File: config.mk
export PLATFORM = sky130hd
export DESIGN_NAME = mem_fifo_ctrl
export DESIGN_NICKNAME = d
export VERILOG_FILES = /design/src/rtl/mem_fifo_pkg.sv /design/src/rtl/mem_fifo_arb.sv /design/src/rtl/mem_fifo_ctrl.sv
export SDC_FILE = /design/constraint.sdc
export NUM_CORES = 1
export LEC_CHECK = 0
export CAP_MARGIN = 5
export CORE_MARGIN = 2
export CORE_UTILIZATION = 39
export CTS_CLUSTER_DIAMETER = 60
export DETAILED_ROUTE_END_ITERATION = 6
export HOLD_SLACK_MARGIN = 0.03
export PLACE_DENSITY = 0.76
export SETUP_SLACK_MARGIN = 0.4
export SLEW_MARGIN = 10
export SYNTH_ARGS = -nofsm -noshare
export SYNTH_HDL_FRONTEND = slang
export SYNTH_SLANG_ARGS = --single-unit
File: constraint.sdc
create_clock -name clock -period 3.1 [get_ports clock]
set_input_delay 0.465 -clock clock [delete_from_list [all_inputs] [get_ports clock]]
set_output_delay 0.465 -clock clock [all_outputs]
set_load 0.02 [all_outputs]
File: src/rtl/mem_fifo_pkg.sv
// Shared types and default sizes for the memory-backed FIFO controller.
// Optional feature macro used by this slice: MEM_FIFO_FLUSH_EN.
package mem_fifo_pkg;

  localparam int AW    = 4;
  localparam int DW    = 8;
  localparam int DEPTH = 1 << AW;

  typedef enum logic [1:0] {
    OP_NOP,
    OP_WR,
    OP_RD
  } mem_op_t;

endpackage

File: src/rtl/mem_fifo_arb.sv
// Combinational per-cycle operation select for the single-port memory.
// Reads win over writes; non-write cycles write back the current contents.
// With MEM_FIFO_FLUSH_EN defined, an active flush forces NOP and blocks input.
module mem_fifo_arb
  import mem_fifo_pkg::*;
#(
  parameter int AW = mem_fifo_pkg::AW,
  parameter int DW = mem_fifo_pkg::DW
) (
`ifdef MEM_FIFO_FLUSH_EN
  input  logic          flush,
`endif
  input  logic [AW:0]   count,
  input  logic          in_valid,
  input  logic          out_valid,
  input  logic          out_ready,
  input  logic [AW-1:0] wr_ptr,
  input  logic [AW-1:0] rd_ptr,
  input  logic [DW-1:0] in_data,
  input  logic [DW-1:0] mem_rdata,
  output mem_op_t       op,
  output logic          in_ready,
  output logic [AW-1:0] mem_addr,
  output logic [DW-1:0] mem_wdata
);

  localparam logic [AW:0] FULL = {1'b1, {AW{1'b0}}};

  logic flush_active;
  logic is_empty;
  logic is_full;
  logic slot_free;

`ifdef MEM_FIFO_FLUSH_EN
  assign flush_active = flush;
`else
  assign flush_active = 1'b0;
`endif

  assign is_empty  = (count == '0);
  assign is_full   = (count == FULL);
  assign slot_free = !out_valid || out_ready;

  // Pick RD, then WR, then NOP; the address and write data follow the choice
  always_comb begin
    op        = OP_NOP;
    mem_addr  = rd_ptr;
    mem_wdata = mem_rdata;
    in_ready  = 1'b0;
    if (!flush_active) begin
      if (!is_empty && slot_free) begin
        op = OP_RD;
      end else if (in_valid && !is_full) begin
        op        = OP_WR;
        mem_addr  = wr_ptr;
        mem_wdata = in_data;
      end
      in_ready = !is_full && (op != OP_RD);
    end
  end

endmodule

File: src/rtl/mem_fifo_ctrl.sv
// Stream-to-memory FIFO controller driving an external 16x8 single-port memory.
// Holds the pointers, the occupancy count and the registered output stage.
// Optional macro MEM_FIFO_FLUSH_EN adds a synchronous flush input.
module mem_fifo_ctrl
  import mem_fifo_pkg::*;
#(
  parameter int AW = mem_fifo_pkg::AW,
  parameter int DW = mem_fifo_pkg::DW
) (
  input  logic          clock,
  input  logic          reset,
`ifdef MEM_FIFO_FLUSH_EN
  input  logic          flush,
`endif
  input  logic          in_valid,
  output logic          in_ready,
  input  logic [DW-1:0] in_data,
  output logic          out_valid,
  input  logic          out_ready,
  output logic [DW-1:0] out_data,
  output logic [AW-1:0] mem_addr,
  output logic [DW-1:0] mem_wdata,
  input  logic [DW-1:0] mem_rdata,
  output logic [AW:0]   count
);

  mem_op_t       op;
  logic [AW-1:0] wr_ptr;
  logic [AW-1:0] rd_ptr;
  logic          out_valid_q;
  logic          flush_active;

`ifdef MEM_FIFO_FLUSH_EN
  assign flush_active = flush;
`else
  assign flush_active = 1'b0;
`endif

  // Downstream never sees a token while a flush is discarding it
  assign out_valid = out_valid_q && !flush_active;

  mem_fifo_arb #(
    .AW(AW),
    .DW(DW)
  ) u_arb (
`ifdef MEM_FIFO_FLUSH_EN
    .flush     (flush),
`endif
    .count     (count),
    .in_valid  (in_valid),
    .out_valid (out_valid_q),
    .out_ready (out_ready),
    .wr_ptr    (wr_ptr),
    .rd_ptr    (rd_ptr),
    .in_data   (in_data),
    .mem_rdata (mem_rdata),
    .op        (op),
    .in_ready  (in_ready),
    .mem_addr  (mem_addr),
    .mem_wdata (mem_wdata)
  );

  // Advance pointers, count and output register according to the chosen op
  always_ff @(posedge clock or negedge reset) begin
    if (!reset) begin
      wr_ptr      <= '0;
      rd_ptr      <= '0;
      count       <= '0;
      out_valid_q <= 1'b0;
      out_data    <= '0;
    end else if (flush_active) begin
      wr_ptr      <= '0;
      rd_ptr      <= '0;
      count       <= '0;
      out_valid_q <= 1'b0;
    end else begin
      case (op)
        OP_RD: begin
          out_data    <= mem_rdata;
          out_valid_q <= 1'b1;
          rd_ptr      <= rd_ptr + AW'(1);
          count       <= count - (AW + 1)'(1);
        end
        OP_WR: begin
          wr_ptr <= wr_ptr + AW'(1);
          count  <= count + (AW + 1)'(1);
          if (out_valid_q && out_ready) out_valid_q <= 1'b0;
        end
        default: begin
          if (out_valid_q && out_ready) out_valid_q <= 1'b0;
        end
      endcase
    end
  end

endmodule

# Word-level counts from Yosys, hierarchy flattened
# Cells that the tools add are included.
[word_totals]
ff_bits = 22
output_inout_bits = 27
word_cells = 33
[classes]
add_sub_neg = 4
n_eq_ne = 4
n_mux = 9
n_reduce_logical = 11
[op_table]
columns = ["operator", "count"]
rows = [
  ["$mux W8", 2],
  ["$pmux W5 S2", 1],
  ["$add A4 B1 Y4 const B", 2],
  ["$mux W4", 2],
  ["$add A5 B1 Y5 const B", 1],
  ["$eq A5 B5 Y1 const B", 1],
  ["$logic_not A5 Y1", 1],
  ["$sub A5 B1 Y5 const B", 1],
  ["$logic_and A1 B1 Y1", 4],
  ["$reduce_bool A2 Y1", 2],
  ["$logic_not A1 Y1", 3],
  ["$mux W1", 3],
  ["$eq A2 B1 Y1 const B", 1],
  ["$eq A2 B2 Y1 const B", 1],
  ["$mux W2", 1],
  ["$ne A2 B2 Y1 const B", 1],
  ["$logic_or A1 B1 Y1", 1],
]

# Logic depth before layout (Yosys ltp)
# Gate-level depths: netlist (run 1).
[logic_depth]
depth_word = 7
depth_mapped = 9
ltp_nobuf = 8

# By module
# From an unflattened synthesis (run 1), not the netlist that was laid out.
[unflattened]
cells_unflattened = 105
area_unflattened_um2 = 1281.2
[modules_own_cells]
columns = ["module", "instances", "cells_per_inst", "area_per_inst_um2"]
rows = [
  ["mem_fifo_ctrl", 1, 84, 1063.5],
  ["mem_fifo_arb", 1, 21, 217.7],
]

# Worst setup path after synthesis (run 1)
# No wires, ideal clock.
[synth_path]
kind = "reg-to-reg"
startpoint = "register count[0]"
endpoint = "register count[4]"
setup_ns = 0.069
t_arrival_ns = 2.994
required_ns = 3.031
setup_slack_ns = 0.037
path_stages_with_launch = 10
path_cell_list = "dfrtp_1 nor4_4 mux2i_2 clkbuf_8 inv_1 ha_1 a21oi_1 nand2_1 or4_2 nand3_1"
[synth_via]
elab_chain_len = 7
[synth_rtl]
columns = ["item", "line_no", "rtl"]
rows = [
  ["from (decl)", "mem_fifo_ctrl.sv:24", "output logic [AW:0] count"],
  ["from (signal assigned)", "mem_fifo_ctrl.sv:82", "count <= count - (AW + 1)'(1);"],
  ["from (signal assigned)", "mem_fifo_ctrl.sv:86", "count <= count + (AW + 1)'(1);"],
  ["$eq A5 B5 Y1", "mem_fifo_arb.sv:41", "assign is_full = (count == FULL);"],
  ["$logic_not A1 Y1", "mem_fifo_arb.sv:53", "end else if (in_valid && !is_full) begin"],
  ["$logic_and A1 B1 Y1", "mem_fifo_arb.sv:53", ""],
  ["$mux W1", "mem_fifo_arb.sv:53", ""],
  ["$mux W2", "mem_fifo_arb.sv:51", "if (!is_empty && slot_free) begin"],
  ["$eq A2 B1 Y1 / $eq A2 B2 Y1 (equally long branches)", "mem_fifo_ctrl.sv:77", "case (op)"],
  ["$pmux W5 S2 / $reduce_bool A2 Y1 (equally long branches)", "--", ""],
]
# Parallel ways exist; a longest one is shown, timed or not.
# A chain may end at the register's enable or synchronous reset.

# Worst setup path in the final report (run 1)
[layout_path]
startpoint = "register count[0]"
endpoint = "output mem_addr[2]"
[layout_via]
elab_chain_len = 5
[layout_rtl]
columns = ["item", "line_no", "rtl"]
rows = [
  ["$eq A5 B5 Y1", "mem_fifo_arb.sv:41", ""],
  ["$logic_not A1 Y1", "mem_fifo_arb.sv:53", ""],
  ["$logic_and A1 B1 Y1", "mem_fifo_arb.sv:53", ""],
  ["$mux W4", "mem_fifo_arb.sv:53", ""],
  ["$mux W4 (*)", "mem_fifo_arb.sv:51", ""],
  ["to (decl)", "mem_fifo_ctrl.sv:21", "output logic [AW-1:0] mem_addr,"],
]
# Mark *: on every way between the ends. The rest lies on a longest branch, timed or not.

==> metrics.csv, run 1 <==
stage,metric,value,unit
status,status,"finished, final reports clean",
yosys,synth_area_per_cell,12.6,um^2
yosys,synth-seq-cells,22,
yosys,yosysTopAreaCell,dfrtp_1,
global_route,globalRouteTotalUtil,0.157,
yosys,synthCells,97,
yosys,synthArstFlopShare,1.00,
clock_network,clock_sinks,22,
power_and_ir_drop,pwr_density_cell,917,nW/um^2
finish,n_antenna_cell,0,
clock_network,cts_made_buffers,3,
yosys,synth_edf_count,0,
power_and_ir_drop,switching_share,0.383,
routing,vias,966,
timing,setup_viol,0,
setup_path,crit_required,2.63,ns
place,place_congestion,0.837,
timing,finalWorstSetupSlack,0.425,ns
finish,design_area,1890,um^2
finish,regArea,554,um^2
routing,antenna_left,0,
setup_path,rr_startpoint,count[0],
setup_path,path_class,reg2out,
routing,wl_per_cell,14.4,um
die,die-height,59.9,um
timing,slew_viol_final,0,
min_path,min_from,rd_ptr[3],
global_route,antenna_found_initial,0,
yosys,netlist.area_leader.share,0.452,
setup_path,arrival,2.21,ns
yosys,yosys_warnings,0,
die,row_count,20,
finish,n_fill_cell,249,
yosys,synthesis.nets,124,
yosys,yosys-top-cells-count,"mux2_2, dfrtp_1, ha_1, nand2_1, xnor2_1",
clock_network,cts_tree,done,
yosys,netlist_area,1220,um^2
routing,viasPerCell,5.08,
finish,drive_gt1_frac,0.401,
clock_network,insertion_delay,0.31,ns
die,io_pins,47,
timing,min_period,2.67,ns
setup_path,crit_fanout,8,
yosys,synth.most_common_cell,mux2_2,
setup_path,max_stage_delay,0.43,ns
timing,tns,0,ns
routing,remaining_drc_errors,0,
job,max-cap-violations,0,
yosys,ys.flop_type,dfrtp_1,
die,start_util,0.406,
global_route,grt_pass1_vias,1024,
place,io_buffers,46,
clock_network,cts_buffer_depth,2,
timing,max_slew_margin,0.333,
timing,fin_crit_sh,0.863,
finish,multi_input_area,688,um^2
global_route,grt_overflow,0,
timing,clock.fmax,0.374,GHz
clock_network,clk_pin_slew_worst_paths,0.13,ns
timing,finalClockSkew,0.0142,ns
min_path,min_path_type,reg2reg,
clock_network,htree_num_levels,1,
timing,finalHoldViolCount,0,
routing,drtIter0Drc,29,
timing,tightest_slew,0.998,ns
finish,syn2layout_area_growth,55.2,%
power_and_ir_drop,ir_drop,0.540,mV
power_and_ir_drop,clkPwrFrac,0.127,
routing,first_pass_iters,6,
place,hpwl,1970,um
global_route,grt_pass1_wl,4280,um
die,dieArea,3590,um^2
power_and_ir_drop,p_int,0.00107,W
routing,wl,2740,um
power_and_ir_drop,seqPwrFrac,0.302,
global_route,grt_max_degree,23,
power_and_ir_drop,power_frac_comb,0.571,
yosys,synth_area_leaders,"dfrtp_1, mux2_2, ha_1",
yosys,seq_area_frac_synth,0.452,
setup_path,crit_start,count[0],
setup_path,cp_slowest_cell,dfrtp_1,
power_and_ir_drop,p_switching,0.000664,W
timing,fin_hold_ws,0.488,ns
finish,final_nets,185,
setup_path,cp-start-kind,register,
clock_network,root_buffer,clkbuf_4,
die,die_x,59.9,um
place,post-place-ws,0.205,ns
yosys,synth.distinct_cells,25,
clock_network,cts_hold_buf,0,
setup_path,cp-end-kind,output pin,
power_and_ir_drop,power_leakage,0.810,nW
place,placed_area,1790,um^2
setup_path,cp_cell_sequence,nor4_4 -> mux2i_4 -> buf_4 -> buf_12 -> mux2_2 -> clkbuf_2,
die,core_region_area,3000,um^2
timing,rsz0062_at_grt,yes,
==> worst max-delay path, delay by kind of cell (launching register included) <==
kind                   cells  cell delay, ns
flip-flops                 1            0.43
multiplexers               2            0.66
buffers and inverters      3            0.43
AND/OR/NAND/NOR            1            0.37
==> stage by stage <==
stage               utilization  std cells  power (W)
floorplan                     -         97    0.00112
global placement          0.596        177    0.00144
detailed placement        0.596        177    0.00148
CTS                       0.619        185    0.00169
global route              0.630        190    0.00186
finish                    0.630        190    0.00173
==> cells in the final DEF (no fill, tap or decap), drive strengths merged, types with 4 or more instances in the layout <==
cell type,netlist,routed
a21oi,4,4
buf,0,13
clkbuf,2,14
clkdlybuf4s50,0,33
dfrtp,22,22
ha,6,6
inv,4,4
mux2,24,24
nand2,6,6
xnor2,6,6
==> worst paths after layout <==
path                                to  slack (ns)  depth (start not counted)
min reg2reg                  rd_ptr[3]        0.49                          1
max reg2reg                   count[4]        0.51                         10
min in group asynchronous  out_data[3]        0.68                          1
max in group asynchronous     count[3]        1.73                          1
max                        mem_addr[2]        0.43                          6
min                          rd_ptr[3]        0.49                          1
==> sequential cells by signal (all words and copies together) (netlist names) <==
name and count:
count 5, wr_ptr 4, out_data 8, out_valid 1
rd_ptr 4
==> power by group through the flow <==
| stage | logic (W) | registers (W) | clock network (W) |
|---|---|---|---|
| CTS | 0.000940 | 0.000529 | 0.000225 |
| global route | 0.00108 | 0.000543 | 0.000236 |
| detailed placement | 0.000936 | 0.000541 | 0 |
| finish | 0.000990 | 0.000525 | 0.000220 |
| floorplan | 0.000526 | 0.000592 | 0 |
| global placement | 0.000907 | 0.000538 | 0 |
==> logic make-up after synthesis <==
logic type | share of synthesized area
xor gates and xnor gates | 0.0647
AOI/OAI and AO/OA | 0.0411
buffers and inverters | 0.0267
and+or+nand+nor | 0.0965
adders and majority gates | 0.0780
DFF | 0.452
muxes | 0.241
==> timing repair <==
action,4_1_cts,5_1_grt
gates resized for setup,12,33
endpoints found under the setup margin,12,14
setup buffers,4,4
pin swaps,1,1
gates cloned,0,1
==> metal layers <==
layer,share of wire,vias up,wire length [um],global-route usage
li1,-,467,-,-
met1,0.42,459,1160,0.187
met2,0.50,36,1380,0.266
met3,0.064,4,176,0.0346
met4,0.010,0,28,0.0762
met5,0,-,0,0
==> cell type report <==
class	count	area share
Clock buffer	3	0.0119
Tap cell	33	0.0218
Inverter	4	0.0106
Clock inverter	1	0.0159
Timing Repair Buffer	58	0.283
Sequential cell	22	0.293
Multi-Input combinational cell	69	0.364
Power figures use the tool's default switching activity.
==> run 2: changes to the inputs <==
--- a/config.mk
+++ b/config.mk
@@ -11,7 +11,8 @@
 export CTS_CLUSTER_DIAMETER = 60
 export DETAILED_ROUTE_END_ITERATION = 6
 export HOLD_SLACK_MARGIN = 0.03
-export PLACE_DENSITY = 0.76
+export PLACE_DENSITY = 0.85
+export REMOVE_ABC_BUFFERS = 1
 export SETUP_SLACK_MARGIN = 0.4
 export SLEW_MARGIN = 10
 export SYNTH_ARGS = -nofsm -noshare
==> run 2 against run 1 <==
  * Clock power barely moved
  * Sequential power barely moved
  * Via count rose by 2.9%
  * Register-to-register slack improved by 0.02 ns
  * Flip-flop and latch count did not move
  * Critical path type unchanged
  * Worst hold slack got worse by 0.0045 ns
  * Cell count did not move
  * Clock skew fell by 0.010 ns
  * Largest power group unchanged
  * Wire length rose by 4.1%
  * First-iteration DRC count fell by 62%
==> metrics.csv, run 2 (synthesis gave the netlist of run 1 again) <==
stage,metric,value,unit,change
finish,regMostFlops,out_data,,unchanged
power_and_ir_drop,ir_drop,0.429,mV,was 0.540 mV
clock_network,cts_made_buffers,3,,unchanged
place,post-place-ws,0.159,ns,was 0.205 ns
routing,met1_length,1100,um,was 1160 um
timing,rsz0062_at_grt,no,,was yes
routing,first_pass_iters,4,,was 6
global_route,globalRouteTotalUtil,0.168,,was 0.157
setup_path,crit_fanout,7,,was 8
min_path,min_path_type,reg2reg,,unchanged
die,row_count,20,,unchanged
timing,max_slew_margin,0.356,,was 0.333
setup_path,regToRegEndpoint,count[4],,unchanged
timing,tightest_slew,0.963,ns,was 0.998 ns
min_path,hold_end,wr_ptr[3],,was rd_ptr[3]
timing,min_period,2.66,ns,was 2.67 ns
die,io_pins,47,,unchanged
global_route,grt_pass1_wl,4550,um,was 4280 um
setup_path,arrival,2.19,ns,was 2.21 ns
place,place_congestion,0.691,,was 0.837
global_route,grt_pass1_vias,1015,,"was 1,024"
routing,wl_met2,1560,um,was 1380 um
timing,finalWorstSetupSlack,0.443,ns,was 0.425 ns
place,io_buffers,46,,unchanged
setup_path,rr_startpoint,count[2],,was count[0]
finish,utilization,0.606,,was 0.630
global_route,antenna_found_initial,0,,unchanged
place,placed_area,1730,um^2,was 1790 um^2
place,hpwl,2060,um,was 1970 um
die,die_x,59.9,um,unchanged
finish,largest_reg_flops,8,,unchanged
clock_network,clock_sinks,22,,unchanged
die,core_region_area,3000,um^2,unchanged
clock_network,cts_tree,done,,unchanged
timing,fin_crit_sh,0.857,,was 0.863
setup_path,crit_required,2.63,ns,about the same
finish,final_nets,185,,unchanged
die,start_util,0.406,,unchanged
finish,n_antenna_cell,0,,unchanged
finish,layout_commonest_cell,clkdlybuf4s50_1,,unchanged
power_and_ir_drop,pwr_density_cell,936,nW/um^2,was 917 nW/um^2
job,max-cap-violations,0,,unchanged
setup_path,reg2reg_slack,0.53,ns,was 0.51 ns
global_route,grt_overflow,0,,unchanged
finish,final_cell_mix,"clkdlybuf4s50_1, mux2_2, dfrtp_1, clkbuf_2, buf_4",,unchanged
setup_path,cp-start-kind,register,,unchanged
setup_path,path_class,reg2out,,unchanged
setup_path,cp-end-kind,output pin,,unchanged
timing,slew_viol_final,0,,unchanged
routing,met3_length,171,um,was 176 um
finish,design_area,1820,um^2,was 1890 um^2
setup_path,reg2reg_depth,9,,was 10
setup_path,crit_start,count[2],,was count[0]
routing,drtIter0Drc,11,,was 29
status,status,"finished, final reports clean",,unchanged
timing,finalHoldViolCount,0,,unchanged
routing,wl,2850,um,was 2740 um
clock_network,insertion_delay,0.31,ns,about the same
die,die-height,59.9,um,unchanged
min_path,whs_path_depth,1,,unchanged
clock_network,clk_pin_slew_worst_paths,0.13,ns,about the same
timing,setup_viol,0,,unchanged
timing,clock.fmax,0.376,GHz,was 0.374 GHz
routing,viasPerCell,5.23,,was 5.08
die,dieArea,3590,um^2,unchanged
timing,tns,0,ns,unchanged
routing,remaining_drc_errors,0,,unchanged
finish,largest_registers,"out_data (8), count (5)",,unchanged
global_route,grt_max_degree,23,,unchanged
finish,syn2layout_area_growth,49.4,%,was 55.2%
routing,top_layer,met4,,unchanged
power_and_ir_drop,power_leakage,0.782,nW,was 0.810 nW
clock_network,root_buffer,clkbuf_4,,unchanged
clock_network,htree_num_levels,1,,unchanged
timing,finalClockSkew,0.00423,ns,was 0.0142 ns
clock_network,cts_hold_buf,0,,unchanged
routing,wl_per_cell,15.0,um,was 14.4 um
finish,drive_gt1_frac,0.363,,was 0.401
routing,antenna_left,0,,unchanged
min_path,min_from,wr_ptr[3],,was rd_ptr[3]
routing,vias,994,,was 966
clock_network,cts_buffer_depth,2,,unchanged
timing,fin_hold_ws,0.484,ns,was 0.488 ns
-- run 2: changes by cell type in the layout (fill, tap and decap cells not counted), sizes merged --
cell	before	now
buf	13	12
clkbuf	14	13
clkdlybuf4s15	0	2
dlygate4sd2	0	1
dlymetal6s2s	1	0
-- run 2: timing repair --
action                                  in CTS  in global routing
setup buffers                                5                  4
gates cloned                                 0                  0
resized for setup                           29                 12
pin swaps                                    1                  2
endpoints found under the setup margin      13                 13
-- run 2: critical path, stage by stage (launching register included) --
cell and delay (ns):
dfrtp_2 0.45, nor4_4 0.30, mux2i_2 0.33, buf_6 0.19
mux2_2 0.33, clkdlybuf4s15_1 0.28
-- run 2: final cells by class --
class / count / area [um^2]
Fill cell: 246 / 1180
Tap cell: 33 / 41.3
Multi-Input combinational cell: 69 / 652
Sequential cell: 22 / 553
Clock inverter: 1 / 30.0
Inverter: 4 / 15.0
Timing Repair Buffer: 58 / 507
Clock buffer: 3 / 22.5
-- run 2: layer usage --
| layer | vias up | track usage |
|---|---|---|
| met5 | - | 0 |
| met4 | 0 | 0.0286 |
| met3 | 4 | 0.0325 |
| met2 | 37 | 0.317 |
| met1 | 485 | 0.199 |
| li1 | 468 | - |
-- run 2: worst max-delay path by stage --
| stage | end | slack (ns) | cells after the start |
|---|---|---|---|
| finish | mem_wdata[5] | 0.44 | 5 |
| CTS | mem_wdata[3] | 0.40 | 5 |
| detailed placement | mem_wdata[2] | 0.16 | 6 |
| floorplan | count[4] | -0.14 | 8 |
| global route | mem_wdata[1] | 0.38 | 5 |
| global placement | mem_wdata[0] | 0.24 | 6 |
-- run 2: stage by stage --
stage               power, W  std cells
finish               0.00170        190
global route         0.00181        190
CTS                  0.00167        186
detailed placement   0.00142        177
global placement     0.00138        177
floorplan            0.00106         95
-- run 2: power by group --
part	internal, W	switching [W]
registers	0.000407	0.000116
logic	0.000500	0.000458
clock network	0.000131	0.0000912
total	0.00104	0.000665
==> run 3: changes to the inputs <==
--- a/config.mk
+++ b/config.mk
@@ -7,12 +7,11 @@
 export LEC_CHECK = 0
 export CAP_MARGIN = 5
 export CORE_MARGIN = 2
-export CORE_UTILIZATION = 39
+export CORE_UTILIZATION = 46
 export CTS_CLUSTER_DIAMETER = 60
 export DETAILED_ROUTE_END_ITERATION = 6
 export HOLD_SLACK_MARGIN = 0.03
-export PLACE_DENSITY = 0.85
-export REMOVE_ABC_BUFFERS = 1
+export PLACE_DENSITY = 0.93
 export SETUP_SLACK_MARGIN = 0.4
 export SLEW_MARGIN = 10
 export SYNTH_ARGS = -nofsm -noshare
==> constraint.sdc (replaced) <==
create_clock -name clock -period 3.08 [get_ports clock]
set_input_delay 0.462 -clock clock [delete_from_list [all_inputs] [get_ports clock]]
set_output_delay 0.462 -clock clock [all_outputs]
set_load 0.02 [all_outputs]
==> run 3 against run 2 <==
  * Sequential share of layout area shrank 1.9 points
  * Final area grew 6.9%
  * Setup slack lost 0.017 ns
  * Highest routed layer unchanged
  * Combinational power grew 13%
  * Global-route usage grew 4.5 points
  * First-iteration DRC count grew 82%
  * Power grew 4.4%
  * Clock skew grew 0.0067 ns
  * Count of clock-buffer cells in the layout grew 1
  * Via count grew 2.4%
  * Sequential power grew 3%
  * Largest cell class unchanged
  * Worst hold slack lost 0.0054 ns
==> metrics.csv, run 3 (synthesis gave the netlist of run 1 again) <==
stage,metric,value,unit,change
status,status,"finished, final reports clean",,unchanged
finish,n_fill_cell,152,,was 246
timing,rsz0062_at_grt,yes,,was no
job,max-cap-violations,0,,unchanged
finish,largest_reg_flops,8,,unchanged
clock_network,cts_buffer_depth,2,,unchanged
timing,max_slew_margin,0.341,,was 0.356
power_and_ir_drop,p_switching,0.000710,W,was 0.000665 W
timing,slew_viol_final,0,,unchanged
die,die_x,55.5,um,was 59.9 um
finish,utilization,0.778,,was 0.606
clock_network,cts_tree,done,,unchanged
setup_path,crit_required,2.62,ns,was 2.63 ns
place,hpwl,2220,um,was 2060 um
finish,final_cell_mix,"clkdlybuf4s50_1, mux2_2, dfrtp_1, buf_6, buf_4",,"was clkdlybuf4s50_1, mux2_2, dfrtp_1, clkbuf_2, buf_4"
timing,tightest_slew,0.985,ns,was 0.963 ns
finish,n_antenna_cell,0,,unchanged
finish,multi_input_area,696,um^2,was 652 um^2
global_route,grt_max_degree,23,,unchanged
power_and_ir_drop,finalPower,0.00178,W,was 0.00170 W
finish,drive_gt1_frac,0.401,,was 0.363
clock_network,htree_num_levels,1,,unchanged
routing,drtIter0Drc,20,,was 11
power_and_ir_drop,power_frac_comb,0.608,,was 0.563
global_route,globalRouteTotalUtil,0.214,,was 0.168
global_route,grt_pass1_wl,5150,um,was 4550 um
die,start_util,0.487,,was 0.406
setup_path,cp_slowest_cell,dfrtp_2,,unchanged
timing,tns,0,ns,unchanged
power_and_ir_drop,clkPwrFrac,0.089,,was 0.130
global_route,grt_overflow,0,,unchanged
setup_path,cp_cell_sequence,nor4_4 -> mux2i_4 -> buf_6 -> buf_12 -> mux2_2 -> buf_2,,was nor4_4 -> mux2i_2 -> buf_6 -> mux2_2 -> clkdlybuf4s15_1
setup_path,crit_fanout,8,,was 7
setup_path,arrival,2.19,ns,about the same
die,core_region_area,2500,um^2,was 3000 um^2
die,io_pins,47,,unchanged
setup_path,reg2reg_depth,10,,was 9
routing,antenna_left,0,,unchanged
finish,largest_registers,"out_data (8), count (5)",,unchanged
finish,final_nets,185,,unchanged
timing,finalHoldViolCount,0,,unchanged
setup_path,cp-end-kind,output pin,,unchanged
clock_network,insertion_delay,0.31,ns,about the same
place,io_buffers,46,,unchanged
power_and_ir_drop,p_int,0.00107,W,was 0.00104 W
clock_network,clock_sinks,22,,unchanged
clock_network,clk_pin_slew_worst_paths,0.12,ns,was 0.13 ns
timing,min_period,2.65,ns,
min_path,whs_path_depth,1,,unchanged
finish,layout_commonest_cell,clkdlybuf4s50_1,,unchanged
timing,finalClockSkew,0.0109,ns,was 0.00423 ns
die,dieArea,3080,um^2,was 3590 um^2
timing,fin_hold_ws,0.478,ns,was 0.484 ns
clock_network,root_buffer,clkbuf_4,,unchanged
setup_path,max_stage_delay,0.44,ns,was 0.45 ns
finish,regArea,554,um^2,was 553 um^2
finish,regMostFlops,out_data,,unchanged
place,place_congestion,0.927,,was 0.691
timing,fin_crit_sh,0.862,,
timing,setup_viol,0,,unchanged
timing,clock.fmax,0.377,GHz,
place,dp.cells,174,,was 177
die,die-height,55.5,um,was 59.9 um
power_and_ir_drop,power_leakage,0.835,nW,was 0.782 nW
setup_path,path_class,reg2out,,unchanged
power_and_ir_drop,ir_drop,0.702,mV,was 0.429 mV
power_and_ir_drop,pwr_density_cell,914,nW/um^2,was 936 nW/um^2
routing,wl_per_cell,17.5,um,was 15.0 um
routing,wl,3270,um,was 2850 um
global_route,antenna_found_initial,0,,unchanged
routing,viasPerCell,5.44,,was 5.23
routing,vias,1018,,was 994
routing,first_pass_iters,6,,was 4
routing,remaining_drc_errors,0,,unchanged
finish,syn2layout_area_growth,59.7,%,was 49.4%
clock_network,cts_made_buffers,3,,unchanged
die,row_count,18,,was 20
finish,stdcell_count,187,,was 190
global_route,grt_pass1_vias,1069,,"was 1,015"
min_path,min_path_type,reg2reg,,unchanged
power_and_ir_drop,seqPwrFrac,0.303,,was 0.307
setup_path,cp-start-kind,register,,unchanged
power_and_ir_drop,switching_share,0.399,,was 0.391
==> run 3: worst paths after layout <==
| check | slack, ns | start | endpoint |
|---|---|---|---|
| max in group asynchronous | 1.73 | reset | count[1] |
| worst min-delay path | 0.48 | rd_ptr[3] | rd_ptr[3] |
| worst max register to register | 0.50 | count[1] | count[4] |
| worst min register to register | 0.48 | rd_ptr[3] | rd_ptr[3] |
| worst max-delay path | 0.43 | count[1] | mem_wdata[0] |
| min in group asynchronous | 0.68 | reset | rd_ptr[1] |
==> run 3: critical path, delay by kind of cell, from the launching register on <==
| kind | cells | cell delay, ns |
|---|---|---|
| buf+inv | 3 | 0.40 |
| simple gates | 1 | 0.39 |
| flops | 1 | 0.44 |
| mux | 2 | 0.65 |
==> run 3: per-layer routing <==
| layer | track usage | vias up | wire, um |
|---|---|---|---|
| li1 | - | 467 | - |
| met1 | 0.245 | 499 | 1300 |
| met2 | 0.406 | 45 | 1740 |
| met3 | 0.0328 | 7 | 159 |
| met4 | 0.0592 | 0 | 66 |
| met5 | 0 | - | 0 |
==> run 3: cell type report <==
cell class / count / share of cell area
Clock buffer: 4 / 0.0186
Inverter: 4 / 0.0103
Multi-Input combinational cell: 69 / 0.358
Sequential cell: 22 / 0.285
Tap cell: 30 / 0.0193
Timing Repair Buffer: 58 / 0.309
==> run 3: what timing repair did <==
item                       CTS  global route
cloned                       1             0
pin swaps                    1             1
hold buffers                 0             0
resized for setup           49            30
setup endpoints to repair   12            14
setup buffers                6             2
==> run 3: power by group through the flow <==
| stage | sequential, W | clock, W | combinational [W] |
|---|---|---|---|
| 2_1_floorplan | 0.000596 | 0 | 0.000530 |
| 3_3_place_gp | 0.000540 | 0 | 0.000907 |
| 3_5_place_dp | 0.000551 | 0 | 0.000964 |
| 4_1_cts | 0.000537 | 0.000163 | 0.000991 |
| 5_1_grt | 0.000553 | 0.000173 | 0.00115 |
| 6_report | 0.000539 | 0.000158 | 0.00108 |
==> run 3: stage by stage <==
stage | setup WS [ns] | instance area [um^2]
finish | 0.426 | 1950
floorplan | 0.365 | 1270
CTS | 0.351 | 1840
detailed placement | 0.199 | 1790
global route | 0.359 | 1950
global placement | 0.230 | 1790
